**src/rtl/rv32_pkg.sv**
```systemverilog
// Shared rv32 front-end types and constants: fetch buffer entry, fetch FSM states, NOP encoding.
package rv32_pkg;

    localparam int unsigned XLEN          = 32;
    localparam logic [31:0] RV32_NOP      = 32'h0000_0013;
    localparam logic [31:0] RV32_RESET_PC = 32'h0000_0000;

    typedef struct packed {
        logic [XLEN-1:0] pc;
        logic [XLEN-1:0] instr;
        logic            fault;
    } fetch_entry_t;

    typedef enum logic {
        FETCH = 1'b0,
        HALT  = 1'b1
    } fetch_state_t;

endpackage

```
**src/rtl/fetch_fifo.sv**
```systemverilog
// Shift-register instruction buffer; entry 0 is the registered head seen by decode.
module fetch_fifo
    import rv32_pkg::*;
#(
    parameter  int unsigned DEPTH = 2,
    localparam int unsigned CW    = $clog2(DEPTH) + 1
) (
    input  logic          clk,
    input  logic          rst_n,
    input  logic          flush,
    input  logic          push,
    input  fetch_entry_t  wdata,
    input  logic          pop,
    output fetch_entry_t  head,
    output logic          head_valid,
    output logic [CW-1:0] count
);

    fetch_entry_t  mem_q [DEPTH];
    fetch_entry_t  mem_d [DEPTH];
    logic [CW-1:0] count_q;
    logic [CW-1:0] count_d;
    logic [CW-1:0] cnt_pop;
    logic          valid_q;
    logic          pop_eff;
    logic          push_eff;

    // Pop shifts everything toward the head; push lands just past the surviving entries.
    always_comb begin
        mem_d    = mem_q;
        pop_eff  = pop && (count_q != '0);
        cnt_pop  = count_q - CW'(pop_eff);
        push_eff = push && (cnt_pop < CW'(DEPTH));
        count_d  = cnt_pop + CW'(push_eff);
        if (pop_eff) begin
            for (int i = 0; i < int'(DEPTH) - 1; i++) begin
                mem_d[i] = mem_q[i+1];
            end
        end
        for (int i = 0; i < int'(DEPTH); i++) begin
            if (push_eff && (cnt_pop == CW'(i))) begin
                mem_d[i] = wdata;
            end
        end
        if (flush) begin
            count_d = '0;
        end
    end

    always_ff @(posedge clk) begin
        if (!rst_n) begin
            for (int i = 0; i < int'(DEPTH); i++) begin
                mem_q[i] <= '0;
            end
            count_q <= '0;
            valid_q <= 1'b0;
        end else begin
            mem_q   <= mem_d;
            count_q <= count_d;
            valid_q <= (count_d != '0);
        end
    end

    assign head       = mem_q[0];
    assign head_valid = valid_q;
    assign count      = count_q;

endmodule

```
**src/rtl/instr_fetch.sv**
```systemverilog
// rv32 instruction fetch: PC, credit-limited imem requests, in-order response buffer, redirect flush.
// Optional IFETCH_PERF_EN adds perf_fetched / perf_stall counters.
module instr_fetch
    import rv32_pkg::*;
#(
    parameter logic [31:0] RESET_PC   = RV32_RESET_PC,
    parameter int unsigned FIFO_DEPTH = 2
) (
    input  logic        clk,
    input  logic        rst_n,
    output logic        imem_req_valid,
    input  logic        imem_req_ready,
    output logic [31:0] imem_req_addr,
    input  logic        imem_rsp_valid,
    input  logic [31:0] imem_rsp_data,
    input  logic        imem_rsp_err,
    input  logic        redirect_valid,
    input  logic [31:0] redirect_pc,
    output logic        out_valid,
    input  logic        out_ready,
    output logic [31:0] out_instr,
    output logic [31:0] out_pc,
    output logic        out_fault
`ifdef IFETCH_PERF_EN
   ,output logic [31:0] perf_fetched,
    output logic [31:0] perf_stall
`endif
);

    localparam int unsigned CW = $clog2(FIFO_DEPTH) + 1;
    localparam int unsigned SW = CW + 1;

    fetch_state_t  state_q, state_d;
    logic [31:0]   fetch_pc_q, fetch_pc_d;
    logic [31:0]   pc_tag_q, pc_tag_d;
    logic [CW-1:0] outst_q, outst_d;
    logic [CW-1:0] drop_q, drop_d;
    logic          pend_q, pend_d;
    logic          req_valid_q, req_valid_d;

    logic          req_hs;
    logic          rsp_hit;
    logic          out_pop;
    logic          fifo_flush;
    logic          fifo_push;
    fetch_entry_t  fifo_wdata;
    fetch_entry_t  fifo_head;
    logic          fifo_head_valid;
    logic [CW-1:0] fifo_count;
    logic [CW-1:0] cnt_d;

    assign req_hs  = req_valid_q && imem_req_ready;
    // Responses with nothing outstanding belong to requests issued before reset.
    assign rsp_hit = imem_rsp_valid && (outst_q != '0);
    assign out_pop = fifo_head_valid && out_ready;

    // Next-state: redirect wins over handshakes, responses and the pending misalignment fault.
    always_comb begin
        state_d          = state_q;
        fetch_pc_d       = fetch_pc_q;
        pc_tag_d         = pc_tag_q;
        outst_d          = outst_q + CW'(req_hs) - CW'(rsp_hit);
        drop_d           = drop_q;
        pend_d           = pend_q;
        fifo_flush       = 1'b0;
        fifo_push        = 1'b0;
        fifo_wdata.pc    = pc_tag_q;
        fifo_wdata.instr = imem_rsp_data;
        fifo_wdata.fault = 1'b0;
        if (redirect_valid) begin
            fifo_flush = 1'b1;
            drop_d     = outst_d;
            fetch_pc_d = redirect_pc;
            pc_tag_d   = redirect_pc;
            if (redirect_pc[1:0] != 2'b00) begin
                state_d = HALT;
                pend_d  = 1'b1;
            end else begin
                state_d = FETCH;
                pend_d  = 1'b0;
            end
        end else begin
            if (req_hs) begin
                fetch_pc_d = fetch_pc_q + 32'd4;
            end
            if (rsp_hit) begin
                if (drop_q != '0) begin
                    drop_d = drop_q - CW'(1);
                end else begin
                    fifo_push = 1'b1;
                    pc_tag_d  = pc_tag_q + 32'd4;
                    if (imem_rsp_err) begin
                        fifo_wdata.instr = RV32_NOP;
                        fifo_wdata.fault = 1'b1;
                        state_d          = HALT;
                    end
                end
            end else if (pend_q && (drop_q == '0)) begin
                fifo_push        = 1'b1;
                fifo_wdata.instr = RV32_NOP;
                fifo_wdata.fault = 1'b1;
                pend_d           = 1'b0;
            end
        end
    end

    // Request valid is registered from next-cycle credit so it stays low through reset.
    assign cnt_d       = fifo_flush ? '0 : (fifo_count - CW'(out_pop) + CW'(fifo_push));
    assign req_valid_d = (state_d == FETCH) && ((SW'(outst_d) + SW'(cnt_d)) < SW'(FIFO_DEPTH));

    always_ff @(posedge clk) begin
        if (!rst_n) begin
            state_q     <= FETCH;
            fetch_pc_q  <= RESET_PC;
            pc_tag_q    <= RESET_PC;
            outst_q     <= '0;
            drop_q      <= '0;
            pend_q      <= 1'b0;
            req_valid_q <= 1'b0;
        end else begin
            state_q     <= state_d;
            fetch_pc_q  <= fetch_pc_d;
            pc_tag_q    <= pc_tag_d;
            outst_q     <= outst_d;
            drop_q      <= drop_d;
            pend_q      <= pend_d;
            req_valid_q <= req_valid_d;
        end
    end

    fetch_fifo #(
        .DEPTH(FIFO_DEPTH)
    ) u_fifo (
        .clk       (clk),
        .rst_n     (rst_n),
        .flush     (fifo_flush),
        .push      (fifo_push),
        .wdata     (fifo_wdata),
        .pop       (out_pop),
        .head      (fifo_head),
        .head_valid(fifo_head_valid),
        .count     (fifo_count)
    );

    assign imem_req_valid = req_valid_q;
    assign imem_req_addr  = fetch_pc_q;
    assign out_valid      = fifo_head_valid;
    assign out_instr      = fifo_head.instr;
    assign out_pc         = fifo_head.pc;
    assign out_fault      = fifo_head.fault;

`ifdef IFETCH_PERF_EN
    // Delivered instructions and decode-starved cycles; both wrap.
    always_ff @(posedge clk) begin
        if (!rst_n) begin
            perf_fetched <= '0;
            perf_stall   <= '0;
        end else begin
            if (out_pop) begin
                perf_fetched <= perf_fetched + 32'd1;
            end
            if (out_ready && !fifo_head_valid) begin
                perf_stall <= perf_stall + 32'd1;
            end
        end
    end
`endif

endmodule
```
**config.mk**
```make
export PLATFORM = sky130hd
export DESIGN_NAME = instr_fetch
export DESIGN_NICKNAME = d
export VERILOG_FILES = /design/src/rtl/rv32_pkg.sv /design/src/rtl/fetch_fifo.sv /design/src/rtl/instr_fetch.sv
export SDC_FILE = /design/constraint.sdc
export NUM_CORES = 1
export LEC_CHECK = 0
export ABC_AREA = 1
export BUFFER_PORTS_ARGS = -buffer_cell sky130_fd_sc_hd__buf_4
export CORE_MARGIN = 3
export CORE_UTILIZATION = 30
export DETAILED_ROUTE_END_ITERATION = 16
export GPL_ROUTABILITY_DRIVEN = 0
export GPL_TIMING_DRIVEN = 0
export PLACE_DENSITY = 0.43
export SLEW_MARGIN = 20
export SYNTH_ARGS = -nofsm -noshare
export SYNTH_HDL_FRONTEND = slang
export SYNTH_SLANG_ARGS = --single-unit
export TNS_END_PERCENT = 100
```
**constraint.sdc**
```tcl
create_clock -name clk -period 2.6 [get_ports clk]
set_input_delay 0.26 -clock clk [delete_from_list [all_inputs] [get_ports clk]]
set_output_delay 0.26 -clock clk [all_outputs]
set_load 0.05 [all_outputs]
```
==> metrics <==
cell area after placement 13700 um^2; die span in x 204 um; CTS buffer count 27; Hold Path Class primary input to flop; nature of the critical path startpoint flop; Final min period 2450 ps; MaxCap Viol Count 0; slowest CP cell fa_1; most frequent cells after synthesis nand2_1, nand3_1, dfxtp_1; largest net degree at the start of global routing 20; Setup crit end kind flop; ranking of synthesized cells by area dfxtp_1, nand2_1, nand3_1; routed vias 12400; Final Hold Fails 0; Total Routing Usage GR 21.0%; Worst R2R End imem_req_valid$_SDFF_PN0_; hold depth 3; Mapped Area 11800 um^2; n_diodes 0; Ys Warns 0; r2r worst-path depth 10; top-count cell post-synth nand2_1; Avg Vias per Cell 4.73; Seq. cell area 4080 um^2; port bufs 167; CTS max path bufs 3; R2R Path Start outst_q[1]$_SDFF_PN0_; fin worst setup slack 152 ps; DRT iter0 DRCs 691; grt ovf 0; first-pass GRT wire length 68.6 mm; Arr. time, crit path 2920 ps; multi-input combinational cell area 6000 um^2; Main synth FF type dfxtp_1; core area 38200 um^2; required time worst endpoint 3070 ps; Nets 2170; clk sink count 204; combinational power share 30.9%; critical setup path kind flop to flop; r2r setup slk 150 ps; FFs w/ async S/R, synth 0%; Setup-failing EPs final 0; synth unique cells 39; CP Cell Sequence o21a_2 > buf_4 > ha_1 > inv_1 > ha_1 > xor2_2 > fa_1 > nor2_1 > nand3_1 > nor2_2; Worst-path clk slew 60 ps; Reg power frac 34.7%; switching power 3940 uW; FP Rows 71; min-delay src redirect_pc[20]; CTS tree done; layout cells sized above 1 15.8%; crit-path most repeated cell ha_1; clk_lat worst skew 560 ps; Slew Viols, Final 0; Pint 6600 uW; sw frac 37.4%; Die H 204 um; sequential-to-total area share from yosys stat 34.7%; Worst Hold End pc_tag_q[20]$_SDFFE_PN0P_; Post-synth EDFFs 0; Detailed Route WL 44.9 mm; pre-CTS WS -386 ps; vias in the first global route 11800; dpl hpwl 34.8 mm; Max Fclk 0.408 GHz; fill cell count 4317; Avg Inst Size Synth 6.23 um^2; Static Leakage 0.00695 uW; Initial Util 30.8%; slew at the pin closest to its max-slew limit 904 ps; Seq cells post-synth 204; Post-Route Utilization 38.2%; Top Ports 170; Remaining DRCs 0; share of the synthesized area in the top cell type 34.7%; clock skew after layout 13.6 ps; Mapped Cells 1888; RSZ-0062 raised after global routing false; total power 10500 uW; H-tree Lvls 1; maximum vdd ir drop 508 uV; largest stage delay on the critical path 440 ps; DIE AREA 41600 um^2; DRT Pass-1 Iters 5; Slew HR 39.7%; Root Buffer clkbuf_16; crit-path max FO 10; status finished, final reports clean; clock power share 34.4%; design area 14600 um^2; fin crit share 94.2%; wire per inst 17.1 um; pwr dens 722 nW/um^2; initial antenna violation count 0; Syn-to-layout area delta 24.0%; Synth Net Count 1969; cell taking the most area after synthesis dfxtp_1; antenna-violating nets left 0
==> metrics by stage <==
stage,hold WS [ps],cells,setup TNS (ps)
2_1_floorplan,398,1888,0
4_1_cts,3.30,2620,0
3_3_place_gp,451,2566,-37080
6_report,19.3,2621,0
5_1_grt,24.1,2621,0
3_5_place_dp,453,2566,-34530
==> power groups by stage <==
stage / clock (uW) / combinational, uW / sequential [uW]
6_report: 3620 / 3260 / 3660
5_1_grt: 3830 / 3580 / 3700
4_1_cts: 3710 / 3290 / 3660
3_5_place_dp: 0 / 3250 / 3730
3_3_place_gp: 0 / 3240 / 3730
2_1_floorplan: 0 / 2130 / 3790
==> registers in the layout, indices dropped and copies added (netlist names) <==
name,cells
drop_q,2
imem_req_addr,32
imem_req_valid,1
outst_q,2
pc_tag_q,32
pend_q,1
state_q,1
u_fifo.count,2
u_fifo.head,65
u_fifo.head_valid,1
u_fifo.mem_q,65
==> worst max path at each step <==
stage | startpoint | endpoint | cells after the start
after global routing | outst_q[1]$_SDFF_PN0_ | imem_req_valid$_SDFF_PN0_ | 11
after CTS | u_fifo.head_valid$_SDFF_PN0_ | u_fifo.head[32]$_SDFFE_PN0P_ | 12
after global placement | u_fifo.head_valid$_SDFF_PN0_ | u_fifo.head[4]$_SDFFE_PN0P_ | 11
final | outst_q[1]$_SDFF_PN0_ | imem_req_valid$_SDFF_PN0_ | 10
after floorplan | u_fifo.head_valid$_SDFF_PN0_ | u_fifo.mem_q[24]$_SDFFE_PN0P_ | 13
after detailed placement | u_fifo.head_valid$_SDFF_PN0_ | u_fifo.head[7]$_SDFFE_PN0P_ | 12
==> worst max-delay path, delay by kind of cell (launching register included) <==
| family | cells | cell delay (ps) |
|---|---|---|
| adder cells (fa/ha/maj) | 3 | 920 |
| AND/OR/NAND/NOR | 3 | 340 |
| flip-flops | 1 | 330 |
| AO/OA/AOI/OAI | 1 | 280 |
| XOR/XNOR | 1 | 270 |
| buffers and inverters | 2 | 240 |
==> layer usage <==
| layer | routed length (um) | up-vias | global-route usage (%) |
|---|---|---|---|
| met5 | 0 | - | 0 |
| met4 | 1070 | 0 | 5.43 |
| met3 | 1760 | 53 | 2.52 |
| met2 | 21500 | 255 | 36.6 |
| met1 | 20500 | 5735 | 27.7 |
| li1 | - | 6360 | - |
==> cells by family after synthesis <==
family                   count (synthesis)  synth area share (%)
AND/OR/NAND/NOR                       1012                  35.1
XOR/XNOR                                12                 0.893
buffers and inverters                  360                  14.4
AO/OA/AOI/OAI                          290                  13.7
flip-flops                             204                  34.7
adder cells (fa/ha/maj)                 10                  1.13
==> layout make-up <==
type	count	share of cell area (%)
sequential	204	28.0
tap	511	4.38
clock buffer	39	5.35
clock inverter	11	0.497
inverter	190	4.89
timing repair buffer	173	8.98
buffer	169	6.82
multi-input combinational	1324	41.1
==> cell usage in the layout, fill, tap and decap left out, types with 9 or more instances in the layout <==
cell       instances
nand2_1          585
buf_4            241
nand3_1          207
dfxtp_1          204
nor2_1           192
inv_1            184
a21oi_1          116
o21ai_1           56
clkbuf_1          52
o21ai_0           52
a21boi_0          29
clkbuf_16         27
buf_1             21
buf_2             18
a31oi_1           15
nand4_1           10
xor2_1             9
clkinv_2           9
==> timing repair <==
action                                  in CTS  in global routing
endpoints found under the setup margin     133                126
setup buffers                                0                  1
hold endpoints to repair                     7                  0
hold buffers                                 5                  0
resized for setup                            5                  5
Note: power is estimated with default switching activity, not from simulation.
